<file path="config.mk">
export PLATFORM = sky130hd
export DESIGN_NAME = mario_sprite_fetch
export DESIGN_NICKNAME = d
export VERILOG_FILES = /design/src/rtl/mario_sprite_pkg.sv /design/src/rtl/mario_anim_fsm.sv /design/src/rtl/mario_sprite_fetch.sv
export SDC_FILE = /design/constraint.sdc
export NUM_CORES = 1
export LEC_CHECK = 0
export ABC_AREA = 1
export CAP_MARGIN = 10
export CORE_MARGIN = 2
export CORE_UTILIZATION = 49
export DETAILED_ROUTE_END_ITERATION = 10
export PLACE_DENSITY = 0.88
export SETUP_SLACK_MARGIN = 0.2
export SYNTH_ARGS = -nofsm -noshare
export SYNTH_HDL_FRONTEND = slang
export SYNTH_SLANG_ARGS = --single-unit
</file>
<file path="constraint.sdc">
create_clock -name Clk -period 1.6 [get_ports Clk]
set_input_delay 0.32 -clock Clk [delete_from_list [all_inputs] [get_ports Clk]]
set_output_delay 0.32 -clock Clk [all_outputs]
set_load 0.01 [all_outputs]
</file>
<file path="src/rtl/mario_sprite_pkg.sv">
// Shared geometry, key colour and animation types for the Mario sprite fetch path.
package mario_sprite_pkg;

    localparam int SPRITE_W      = 21;
    localparam int SPRITE_H      = 21;
    localparam int SPRITE_ADDR_W = 9;
    localparam int WALK_PERIOD   = 8;
    localparam int WALK_CNT_W    = $clog2(WALK_PERIOD);

    localparam logic [23:0] TRANSPARENT_KEY = 24'h800080;

    typedef enum logic [1:0] {
        STILL  = 2'd0,
        WALK_A = 2'd1,
        WALK_B = 2'd2,
        JUMP   = 2'd3
    } anim_state_t;

    // Row-major ROM address inside the sprite box; max 20*21+20 = 440.
    function automatic logic [SPRITE_ADDR_W-1:0] sprite_addr(
        input logic [4:0] row,
        input logic [4:0] col
    );
        logic [SPRITE_ADDR_W-1:0] addr;
        addr = SPRITE_ADDR_W'(row) * SPRITE_ADDR_W'(SPRITE_W) + SPRITE_ADDR_W'(col);
        return addr;
    endfunction

endpackage

</file>
<file path="src/rtl/mario_anim_fsm.sv">
// Per-frame animation state machine: STILL / WALK_A / WALK_B / JUMP, advanced on frame_start.
module mario_anim_fsm
    import mario_sprite_pkg::*;
(
    input  logic        Clk,
    input  logic        Reset_n,
    input  logic        frame_start,
    input  logic        moving,
    input  logic        airborne,
    output anim_state_t state
);

    anim_state_t             state_reg, state_next;
    logic [WALK_CNT_W-1:0]   walk_cnt_reg, walk_cnt_next;

    always_ff @(posedge Clk or negedge Reset_n) begin
        if (!Reset_n) begin
            state_reg    <= STILL;
            walk_cnt_reg <= '0;
        end else begin
            state_reg    <= state_next;
            walk_cnt_reg <= walk_cnt_next;
        end
    end

    always_comb begin
        state_next    = state_reg;
        walk_cnt_next = walk_cnt_reg;
        if (frame_start) begin
            if (airborne) begin
                state_next = JUMP;
            end else if (!moving) begin
                state_next    = STILL;
                walk_cnt_next = '0;
            end else if (state_reg == STILL || state_reg == JUMP) begin
                state_next    = WALK_A;
                walk_cnt_next = '0;
            end else begin
                walk_cnt_next = walk_cnt_reg + 1'b1;
                // Swap walk frames every WALK_PERIOD frames, on the counter wrap.
                if (walk_cnt_reg == WALK_CNT_W'(WALK_PERIOD - 1)) begin
                    state_next = (state_reg == WALK_A) ? WALK_B : WALK_A;
                end
            end
        end
    end

    assign state = state_reg;

endmodule

</file>
<file path="src/rtl/mario_sprite_fetch.sv">
// Two-stage sprite ROM front end: box test + address/bank select, then hit/colour with magenta keyed out.
// Optional MARIO_SPRITE_MIRROR_EN: mirror columns for left-facing Mario instead of using a separate ROM bank.
module mario_sprite_fetch
    import mario_sprite_pkg::*;
(
    input  logic        Clk,
    input  logic        Reset_n,
    input  logic        frame_start,
    input  logic        pixel_valid,
    input  logic [9:0]  DrawX,
    input  logic [9:0]  DrawY,
    input  logic [9:0]  Mario_X,
    input  logic [9:0]  Mario_Y,
    input  logic        facing_left,
    input  logic        moving,
    input  logic        airborne,
    output logic [8:0]  read_address,
    output logic [2:0]  sprite_sel,
    input  logic [23:0] rom_color,
    output logic        out_valid,
    output logic        sprite_hit,
    output logic [23:0] sprite_color
);

    anim_state_t anim_state;

    mario_anim_fsm u_anim_fsm (
        .Clk         (Clk),
        .Reset_n     (Reset_n),
        .frame_start (frame_start),
        .moving      (moving),
        .airborne    (airborne),
        .state       (anim_state)
    );

    logic face_q_reg;

    always_ff @(posedge Clk or negedge Reset_n) begin
        if (!Reset_n) begin
            face_q_reg <= 1'b0;
        end else if (frame_start) begin
            face_q_reg <= facing_left;
        end
    end

    // Axis 0 is X (width), axis 1 is Y (height); 11-bit math keeps origin+extent from wrapping.
    logic [1:0][10:0] beam_ext;
    logic [1:0][10:0] origin_ext;
    logic [1:0][4:0]  offset;
    logic [1:0]       axis_hit;

    assign beam_ext[0]   = {1'b0, DrawX};
    assign beam_ext[1]   = {1'b0, DrawY};
    assign origin_ext[0] = {1'b0, Mario_X};
    assign origin_ext[1] = {1'b0, Mario_Y};

    generate
        for (genvar gi = 0; gi < 2; gi++) begin : g_axis
            localparam int EXTENT = (gi == 0) ? SPRITE_W : SPRITE_H;
            assign axis_hit[gi] = (beam_ext[gi] >= origin_ext[gi]) &&
                                  (beam_ext[gi] <  origin_ext[gi] + 11'(EXTENT));
            assign offset[gi]   = 5'(beam_ext[gi] - origin_ext[gi]);
        end
    endgenerate

    logic                     in_box;
    logic [4:0]               col_eff;
    logic                     face_bank;
    logic [SPRITE_ADDR_W-1:0] addr_next;
    logic [2:0]               sel_next;

    assign in_box = &axis_hit;

`ifdef MARIO_SPRITE_MIRROR_EN
    assign col_eff   = face_q_reg ? (5'(SPRITE_W - 1) - offset[0]) : offset[0];
    assign face_bank = 1'b0;
`else
    assign col_eff   = offset[0];
    assign face_bank = face_q_reg;
`endif

    assign addr_next = in_box ? sprite_addr(offset[1], col_eff) : '0;
    // Uses the pre-update FSM/face state when frame_start coincides with a pixel.
    assign sel_next  = {face_bank, anim_state};

    logic                     in_box_s1_reg;
    logic                     valid_s1_reg;
    logic [SPRITE_ADDR_W-1:0] addr_s1_reg;
    logic [2:0]               sel_s1_reg;

    always_ff @(posedge Clk or negedge Reset_n) begin
        if (!Reset_n) begin
            in_box_s1_reg <= 1'b0;
            valid_s1_reg  <= 1'b0;
            addr_s1_reg   <= '0;
            sel_s1_reg    <= '0;
        end else begin
            in_box_s1_reg <= in_box;
            valid_s1_reg  <= pixel_valid;
            addr_s1_reg   <= addr_next;
            sel_s1_reg    <= sel_next;
        end
    end

    logic        hit_next;
    logic        out_valid_reg;
    logic        hit_reg;
    logic [23:0] color_reg;

    assign hit_next = valid_s1_reg && in_box_s1_reg && (rom_color != TRANSPARENT_KEY);

    always_ff @(posedge Clk or negedge Reset_n) begin
        if (!Reset_n) begin
            out_valid_reg <= 1'b0;
            hit_reg       <= 1'b0;
            color_reg     <= '0;
        end else begin
            out_valid_reg <= valid_s1_reg;
            hit_reg       <= hit_next;
            color_reg     <= hit_next ? rom_color : 24'h0;
        end
    end

    assign read_address = addr_s1_reg;
    assign sprite_sel   = sel_s1_reg;
    assign out_valid    = out_valid_reg;
    assign sprite_hit   = hit_reg;
    assign sprite_color = color_reg;

endmodule

</file>
==> flow_summary.ini <==
[clock_network]
cts_sinks = 46
cts_tree = done
numCtsBuffers = 5
cts_buffer_depth = 2
clk_pin_slew_worst_paths_ns = 0.10
root_buffer = clkbuf_8
worstSkewPairLatency_ns = 0.32
ctsHoldBuffers = 0
htree_levels = 2

[placed_design]
place_ws_ns = -2.36
gp_congestion = 0.864
hpwlAfterDp_um = 8280
port_buffers = 108

[routing]
antenna_left = 0
wl_per_cell_um = 19.0
firstDrtPassIters = 6
initialDrtViolationCount = 201
vias = 4247
drc = 0
wirelength_um = 14900
vias_per_cell = 5.43

[critical_path]
worstPathMaxFanout = 4
startpoint_type = input port
crit_type = in -> reg
worstPathArrival_ns = 3.65
reg2reg_slack_ns = 0.23
critPathCaptureType = register
worstPathRequired_ns = 1.83

[timing]
fin_crit_sh = 2.14
max_slew_margin = 0.618
max_freq_mhz = 293
max_slew.worst_pin.slew_ns = 0.574
fin_crit_ns = 3.42
setup_viol = 10
skew_ns = 0.0171
rsz0062_at_grt = true
slew_violations = 0
setup_ws_ns = -1.82
finalHoldViolations = 0

[floorplanning]
start_util = 0.499
die_y_um = 92.2
coreArea_um2 = 7650
dieArea_um2 = 8510
row_count = 32
io_pins = 109
dieWidth_um = 92.2

[run_status]
status = finished, violations left
violations = setup timing

[layout]
area_growth_pct = 71.8
final_cell_mix = buf_4, inv_1, dlygate4sd2_1
multi_input_area_um2 = 2980
drive_gt1_frac = 0.381
fillers = 414
final_common_cell = buf_4
seq_area_um2 = 1150
largest_register_ffs = 24
fin_nets = 827
diodes = 0

[min_path]
hold_class = in -> async

[global_route]
grt_max_degree = 47
grt_pass1_wl_um = 19700
grtUsageTotal = 0.297
grt-ovfl-total = 0
grt_antenna_before_repair = 1
grt_pass1_vias = 4260

[synthesis]
ys_types = 28
synth_cells = 468
syn_nets = 615
synth_seq_area_share = 0.302
post_synth.cell_area_avg_um2 = 8.15
ys_warn_count = 0
synth_seq_cells = 46
syn-cell-area_um2 = 3810

[power]
ir_drop_v = 0.000529
powerDensity_nw_per_um2 = 1040
finalPower_mw = 6.79
p_leak_nw = 3.53

[run]
maxCapViolCount = 0
[synth_stat cells (all sizes together)]
master  instances  area (µm²)
inv           104         390
nand2          82         330
ha             70         876
nor2           48         183
dfrtp          46        1150
a21oi          26         130
xor2           22         193
nand3          21         123
nor3           13         120
nand4          12        81.3
fa              6         120
o21ai           5        25.0
xnor2           3        26.3
a21o            2        15.0
buf             2        10.0
nand3b          2        15.0
nor4            2        12.5
o211ai          1        7.51
or2             1        6.26
[logic make-up (layout without fill, tap and decap cells)]
group	after synthesis	count (layout)	synth area share
compound gates	34	34	0.0466
fa+ha+maj	76	76	0.261
flops	46	46	0.302
xor+xnor	25	25	0.0574
buf+inv	106	316	0.105
simple gates	181	183	0.228
[worst paths after layout]
kind	from	to	cells past startpoint
setup / recovery	DrawY[0]	read_address[8]$_DFF_PN0_	23
hold / removal	Reset_n	in_box_s1_reg$_DFF_PN0_	2
setup reg to reg	u_anim_fsm.walk_cnt_reg[0]$_DFFE_PN0P_	u_anim_fsm.state[0]$_DFFE_PN0P_	6
hold reg to reg	face_bank$_DFFE_PN0P_	sprite_sel[2]$_DFF_PN0_	0
max in group asynchronous	Reset_n	sprite_sel[2]$_DFF_PN0_	2
min in group Clk	rom_color[10]	sprite_color[10]$_DFF_PN0_	3
[final cells by class]
type,instances,area share
multi-input combinational,318,0.455
tap,102,0.0195
timing repair buffer,205,0.270
sequential,46,0.176
inverter,104,0.0634
clock inverter,1,0.00458
clock buffer,6,0.0126
[through the flow]
stage	cells	cell area, µm²	util	TNS (ns)	hold slack, ns
finish	782	6550	0.857	-11.96	0.115
global route	782	6550	0.857	-12.90	0.172
CTS	774	6280	0.821	-10.93	0.113
detailed placement	747	5790	0.757	-25.69	0.377
global placement	747	5790	0.757	-22.39	0.360
floorplan	468	4050	-	-10.51	0.0244
[worst max-delay path: stages]
cell and delay [ns]:
buf_8 0.11, inv_12 0.05, ha_4 0.13, inv_4 0.04, fa_2 0.46, nand2_1 0.14
nand2_1 0.08, nand3_2 0.09, nand2_4 0.07, ha_4 0.25, ha_4 0.26, inv_2 0.03
fa_1 0.52, inv_2 0.06, ha_4 0.29, nand2_2 0.06, inv_2 0.08, nand3_4 0.09
nand4_1 0.11, nand3_2 0.07, nand2_1 0.10, inv_1 0.07, nor3_2 0.17
[power breakdown]
group	total (mW)	switching, mW	internal (mW)
registers	1.30	0.0518	1.25
logic	4.57	2.44	2.13
clock network	0.922	0.422	0.501
[repair_timing]
item / in CTS / in global routing
gates cloned: 4 / 0
pin swaps: 70 / 47
resized for setup: 186 / 48
setup buffers: 16 / 8
setup endpoints to repair: 73 / 26
[metal layers]
metal | track usage | share of wire | vias to the layer above
met4 | 0.118 | 0.073 | 2
met2 | 0.607 | 0.52 | 266
met3 | 0.0485 | 0.065 | 97
li1 | - | - | 1902
met5 | 0 | 0.0015 | -
met1 | 0.290 | 0.34 | 1980
(Power assumes the default switching activity.)
